--- src/rtl/spin_pkg.sv ---
// Shared types and widths for the spin encoder: direction states, sample format, delta sign extension.
package spin_pkg;

  localparam int unsigned POS_W   = 8;
  localparam int unsigned DELTA_W = 8;
  localparam int unsigned SPIN_W  = DELTA_W + 1;

  typedef enum logic [1:0] {
    IDLE = 2'd0,
    INC  = 2'd1,
    DEC  = 2'd2
  } dir_e;

  // One analog sample: toggle flags a new sample, delta is a signed step.
  typedef struct packed {
    logic               toggle;
    logic [DELTA_W-1:0] delta;
  } spin_sample_t;

  function automatic logic [POS_W-1:0] sext_delta(input logic [DELTA_W-1:0] d);
    return POS_W'($signed(d));
  endfunction

endpackage

--- src/rtl/spin_encoder_if.sv ---
// Control and sample bundle between the input front-end and the spin encoder.
interface spin_encoder_if;
  import spin_pkg::*;

  logic               minus;
  logic               plus;
  logic               fast;
  logic               strobe;
  spin_sample_t       spin1_in;
  spin_sample_t       spin2_in;
  logic [POS_W-1:0]   spin_out;

  modport master (
    output minus, plus, fast, strobe, spin1_in, spin2_in,
    input  spin_out
  );

  modport slave (
    input  minus, plus, fast, strobe, spin1_in, spin2_in,
    output spin_out
  );
endinterface

--- src/rtl/spin_delta_capture.sv ---
// Accepts one analog sample per toggle of its flag bit and presents the sign-extended delta for that cycle.
module spin_delta_capture
  import spin_pkg::*;
(
  input  logic             clk,
  input  logic             reset_n,
  input  spin_sample_t     spin_in,
  output logic [POS_W-1:0] delta_c
);

  logic prev_q;
  logic primed_q;

  // First cycle out of reset only learns the flag level, so a held-high flag is not a sample.
  always_ff @(posedge clk or negedge reset_n) begin
    if (!reset_n) begin
      prev_q   <= 1'b0;
      primed_q <= 1'b0;
    end else begin
      prev_q   <= spin_in.toggle;
      primed_q <= 1'b1;
    end
  end

  assign delta_c = (primed_q && (spin_in.toggle != prev_q)) ? sext_delta(spin_in.delta)
                                                             : '0;

endmodule

--- src/rtl/spin_encoder.sv ---
// Spinner position encoder: digital joystick stepping per frame plus two analog delta sources, wrapping 8-bit.
// Optional frame-hold acceleration is enabled with SPIN_ENCODER_ACCEL_EN.
module spin_encoder
  import spin_pkg::*;
#(
  parameter int unsigned SLOW_STEP   = 5,
  parameter int unsigned FAST_STEP   = 15,
  parameter int unsigned RAMP_FRAMES = 25
) (
  input  logic           clk,
  input  logic           reset_n,
  spin_encoder_if.slave  bus
);

  localparam logic [1:0] S_IDLE = IDLE;
  localparam logic [1:0] S_INC  = INC;
  localparam logic [1:0] S_DEC  = DEC;

  if (RAMP_FRAMES == 0) begin : g_ramp_chk
    $error("RAMP_FRAMES must be at least 1");
  end

  logic [1:0]       state_q, state_nxt;
  logic             strobe_q;
  logic             edge_c;
  logic             fast_sel;
  logic [POS_W-1:0] mag;
  logic [POS_W-1:0] dig_c;
  logic [POS_W-1:0] d1_c, d2_c;
  logic [POS_W-1:0] acc_q, acc_nxt;

`ifdef SPIN_ENCODER_ACCEL_EN
  localparam int unsigned HOLD_W = $clog2(RAMP_FRAMES + 1);
  logic [HOLD_W-1:0] hold_q, hold_nxt;
`endif

  assign edge_c = bus.strobe & ~strobe_q;

  spin_delta_capture u_cap1 (
    .clk     (clk),
    .reset_n (reset_n),
    .spin_in (bus.spin1_in),
    .delta_c (d1_c)
  );

  spin_delta_capture u_cap2 (
    .clk     (clk),
    .reset_n (reset_n),
    .spin_in (bus.spin2_in),
    .delta_c (d2_c)
  );

  // Direction decision and digital step; the step reflects the state being entered at this edge.
  always_comb begin : next_c
    state_nxt = state_q;
    fast_sel  = 1'b0;
    mag       = '0;
    dig_c     = '0;
`ifdef SPIN_ENCODER_ACCEL_EN
    hold_nxt  = hold_q;
`endif
    if (edge_c) begin
      if (bus.plus && !bus.minus) begin
        state_nxt = S_INC;
      end else if (bus.minus && !bus.plus) begin
        state_nxt = S_DEC;
      end else begin
        state_nxt = S_IDLE;
      end

`ifdef SPIN_ENCODER_ACCEL_EN
      // Entering a state (including a reversal) restarts the hold count; IDLE never counts.
      if ((state_nxt != state_q) || (state_nxt == S_IDLE)) begin
        hold_nxt = '0;
      end else if (hold_q != HOLD_W'(RAMP_FRAMES)) begin
        hold_nxt = hold_q + HOLD_W'(1);
      end
      fast_sel = bus.fast || (hold_nxt == HOLD_W'(RAMP_FRAMES));
`else
      fast_sel = bus.fast;
`endif

      mag = fast_sel ? POS_W'(FAST_STEP) : POS_W'(SLOW_STEP);

      case (state_nxt)
        S_INC:   dig_c = mag;
        S_DEC:   dig_c = -mag;
        default: dig_c = '0;
      endcase
    end
  end

  // All contributions of a cycle land together; the sum wraps modulo 2^POS_W.
  assign acc_nxt = acc_q + dig_c + d1_c + d2_c;

  always_ff @(posedge clk or negedge reset_n) begin
    if (!reset_n) begin
      state_q  <= S_IDLE;
      strobe_q <= 1'b0;
      acc_q    <= '0;
    end else begin
      state_q  <= state_nxt;
      strobe_q <= bus.strobe;
      acc_q    <= acc_nxt;
    end
  end

`ifdef SPIN_ENCODER_ACCEL_EN
  always_ff @(posedge clk or negedge reset_n) begin
    if (!reset_n) begin
      hold_q <= '0;
    end else begin
      hold_q <= hold_nxt;
    end
  end
`endif

  assign bus.spin_out = acc_q;

endmodule
--- src/flat_wrapper.sv ---
// flat-port wrapper written by rule: the top's interface ports become plain ports
module spin_encoder_flat import spin_pkg::*;
#(
  parameter int unsigned SLOW_STEP   = 5,
  parameter int unsigned FAST_STEP   = 15,
  parameter int unsigned RAMP_FRAMES = 25
)
  (clk, reset_n, bus_minus, bus_plus, bus_fast, bus_strobe, bus_spin1_in, bus_spin2_in, bus_spin_out);
  spin_encoder_if bus_i ();
  input  logic clk;
  input  logic reset_n;
  input wire logic [$bits(bus_i.minus)-1:0] bus_minus;
  input wire logic [$bits(bus_i.plus)-1:0] bus_plus;
  input wire logic [$bits(bus_i.fast)-1:0] bus_fast;
  input wire logic [$bits(bus_i.strobe)-1:0] bus_strobe;
  input wire logic [$bits(bus_i.spin1_in)-1:0] bus_spin1_in;
  input wire logic [$bits(bus_i.spin2_in)-1:0] bus_spin2_in;
  output wire logic [$bits(bus_i.spin_out)-1:0] bus_spin_out;
  assign bus_i.minus = bus_minus;
  assign bus_i.plus = bus_plus;
  assign bus_i.fast = bus_fast;
  assign bus_i.strobe = bus_strobe;
  assign bus_i.spin1_in = bus_spin1_in;
  assign bus_i.spin2_in = bus_spin2_in;
  assign bus_spin_out = bus_i.spin_out;
  spin_encoder #(.SLOW_STEP(SLOW_STEP), .FAST_STEP(FAST_STEP), .RAMP_FRAMES(RAMP_FRAMES)) u_core (.clk(clk), .reset_n(reset_n), .bus(bus_i));
endmodule
--- config.mk ---
export PLATFORM = sky130hd
export DESIGN_NAME = spin_encoder_flat
export DESIGN_NICKNAME = d
export VERILOG_FILES = /design/src/rtl/spin_pkg.sv /design/src/rtl/spin_encoder_if.sv /design/src/rtl/spin_delta_capture.sv /design/src/rtl/spin_encoder.sv /design/src/flat_wrapper.sv
export SDC_FILE = /design/constraint.sdc
export NUM_CORES = 1
export LEC_CHECK = 0
export ABC_AREA = 1
export CELL_PAD_IN_SITES_DETAIL_PLACEMENT = 0
export CELL_PAD_IN_SITES_GLOBAL_PLACEMENT = 1
export CORE_MARGIN = 2
export CORE_UTILIZATION = 35
export CTS_CLUSTER_DIAMETER = 120
export DETAILED_ROUTE_END_ITERATION = 6
export GPL_TIMING_DRIVEN = 0
export PLACE_DENSITY_LB_ADDON = 0.1
export SLEW_MARGIN = 0
export SYNTH_ARGS = -nofsm -noshare
export SYNTH_HDL_FRONTEND = slang
export SYNTH_SLANG_ARGS = --single-unit
export TNS_END_PERCENT = 20
--- constraint.sdc ---
create_clock -name clk -period 3.8 [get_ports clk]
set_input_delay 0.57 -clock clk [delete_from_list [all_inputs] [get_ports clk]]
set_output_delay 0.57 -clock clk [all_outputs]
set_load 0.005 [all_outputs]
==> results.toml <==
[clocking]
htree_levels = 1
clk_latency_ps = 280
path_clk_slew_ps = 90
cts_tree = "yes"
cts.sinks = 12
cts_buffer_depth = 2
cts_setup_buffers = 0
numCtsBuffers = 3
root_buffer = "clkbuf_4"

[die]
die_w_um = 64.1
dieArea_um2 = 4110
core_um2 = 3420
die_h_um = 64.1
start_util_pct = 37.1
row_count = 21
ioPinCount = 32

[worst_hold_path]
hold_class = "flip-flop to flip-flop"

[final_layout]
final_cell_mix = "inv_1 (58), clkdlybuf4s50_1 (31), nand2_1 (30)"
antenna_cells = 0
area_delta_synth_final_pct = 32.8
final_cells = 248
final_nets = 251
final_common_cell = "inv_1"
layout-drive-gt1-share_pct = 10.4

[logic_synthesis]
yosysWarnings = 0
synth-seq-area-share_pct = 23.7
ys_ff_latch = 12
yosys.cell_types.count = 21
avgSynthCellArea_um2 = 7.58
postSynthCellCount = 167
syn_area_um2 = 1270
synth_fp_nets = 215

[run]
max-cap-violations = 0

[setup_path]
crit_slowest_cell = "fa_1"
worst_setup_path_end_kind = "flip-flop"
crit_path_start_kind = "primary input"
arrival_ps = 3780
crit_top_cell = "nand2_1"
path_delay_family = "adder cells"
rrSetupSlack_ps = 650
path_class = "primary input to flip-flop"
cp_max_fo = 2
critPathBufInv = 4
cp.required_ps = 3980
critical_path.cell_chain = "clkdlybuf4s50_1 -> inv_1 -> ha_1 -> o21ai_1 -> a21oi_2 -> fa_1 -> fa_1 -> ha_1 -> inv_1 -> fa_2 -> o21ai_2 -> nand2_1 -> nand2_1 -> nand2_1 -> nand2_2 -> inv_1 -> nand2_1 -> nand2_1"
critPathMaxStageDelay_ps = 520

[route]
antenna_left = 0
dr.pass1.iters = 4
vias_per_cell = 4.10
drt_iter0_markers = 27
wl_per_cell_um = 10.2
vias = 1016
wl_um = 2540
drc = 0

[placement]
io_buffers = 31
post-dp-hpwl_um = 2100
gp_congestion = 0.756
dpl.cell_count = 244

[global_route]
first_global_vias = 1068
grt_pass1_wl_um = 4450
antenna_found_initial = 0
grt_start_max_net_pins = 13
overflow = 0
grt.total_usage_pct = 14.1

[timing]
fin_crit_sh_pct = 94.7
skew_ps = 1.57
drv_slew = 0
hold_ws_ps = 521
worst_pin_slew_ps = 602
setup_viol = 0
slew_headroom_pct = 59.7
fmax_ghz = 0.278
fin_crit_ps = 3600
hold_violations = 0

[pwr]
ir_worst_vdd_v = 0.000274
power_leakage_nw = 0.934
total_power_uw = 806
powerDensity_nw_per_um2 = 479

[outcome]
status = "complete, no violations"
cell usage after synthesis:
cell,count,area (µm²)
inv_1,60,225
nand2_1,30,113
nor2_1,15,56.3
fa_1,14,280
dfrtp_1,12,300
ha_1,10,125
nand3_1,6,30.0
a21oi_1,3,15.0
nand2_2,3,18.8
nor2_2,2,12.5
xor2_1,2,17.5
a21o_2,1,8.76
conb_1,1,3.75
inv_2,1,3.75
nand4_1,1,6.26
nor2_4,1,11.3
nor3_2,1,10.0
o21ai_0,1,5.00
o21ai_2,1,8.76
or2_2,1,6.26
xnor2_1,1,8.76
worst paths after layout:
check                                        from                     end  depth (start not counted)
hold reg to reg            u_core.bus.spin_out[0]  u_core.bus.spin_out[0]                          1
setup / recovery                         bus_plus  u_core.bus.spin_out[7]                         18
min in group asynchronous                 reset_n  u_core.bus.spin_out[1]                          1
hold / removal             u_core.bus.spin_out[0]  u_core.bus.spin_out[0]                          1
max in group asynchronous                 reset_n  u_core.bus.spin_out[7]                          1
setup reg to reg             u_core.u_cap2.prev_q  u_core.bus.spin_out[7]                         18
repair_timing:
item                                    4_1_cts  5_1_grt
resized for setup                             0        7
endpoints found under the setup margin        0        1
hold buffers                                  0        0
cells by family after synthesis:
kind of cell	share of synthesized area [%]
AOI/OAI and AO/OA	2.96
xor gates and xnor gates	2.08
adders and majority gates	32.0
buffers and inverters	18.1
DFF	23.7
other	0.296
and+or+nand+nor	20.9
cell type report:
| type | instances | area (µm²) |
|---|---|---|
| clock buffer | 4 | 36.3 |
| fill | 340 | 1730 |
| inverter | 61 | 229 |
| multi-input combinational | 94 | 748 |
| sequential | 12 | 300 |
| tap | 46 | 57.6 |
| timing repair buffer | 31 | 310 |
power breakdown:
part	leakage [nW]	internal, mW	total, mW	switching (mW)
clock	0.0210	0.0583	0.108	0.0499
combinational	0.772	0.247	0.491	0.244
sequential	0.140	0.179	0.206	0.0272
total	0.934	0.484	0.806	0.321
state kept, by name (all words and copies together), names as in the netlist:
register and flops:
u_core.u_cap1.prev_q 1, u_core.u_cap2.prev_q 1, u_core.bus.spin_out 8, u_core.strobe_q 1, u_core.u_cap1.primed_q 1
worst register-to-register path, stage by stage (launching register included):
cell	delay, ps
dfrtp_1	400
nand2_1	80
nand2_1	90
nor2_2	130
inv_2	90
nor2_2	110
fa_1	450
fa_1	520
ha_1	180
inv_1	60
fa_2	370
o21ai_2	190
nand2_1	70
nand2_1	60
nand2_1	50
nand2_2	60
inv_1	40
nand2_1	50
nand2_1	40
metal layers:
| metal | vias up | track usage (%) | part of all wire [%] |
|---|---|---|---|
| met3 | 2 | 5.46 | 8.4 |
| met4 | 0 | 3.19 | 0.83 |
| met2 | 27 | 22.3 | 43 |
| met5 | - | 0 | 0 |
| li1 | 534 | - | - |
| met1 | 453 | 18.4 | 48 |
through the flow:
stage / utilization, % / TNS (ps) / area, µm² / worst slack [ps]
6_report: 49.2 / 0 / 1680 / 203
5_1_grt: 49.2 / -5.93 / 1680 / -5.93
4_1_cts: 48.9 / 0 / 1670 / 57.4
3_5_place_dp: 47.8 / -365 / 1630 / -246
3_3_place_gp: 47.8 / -228 / 1630 / -193
2_1_floorplan: - / 0 / 1270 / 554
Note: power is estimated with default switching activity, not from simulation.
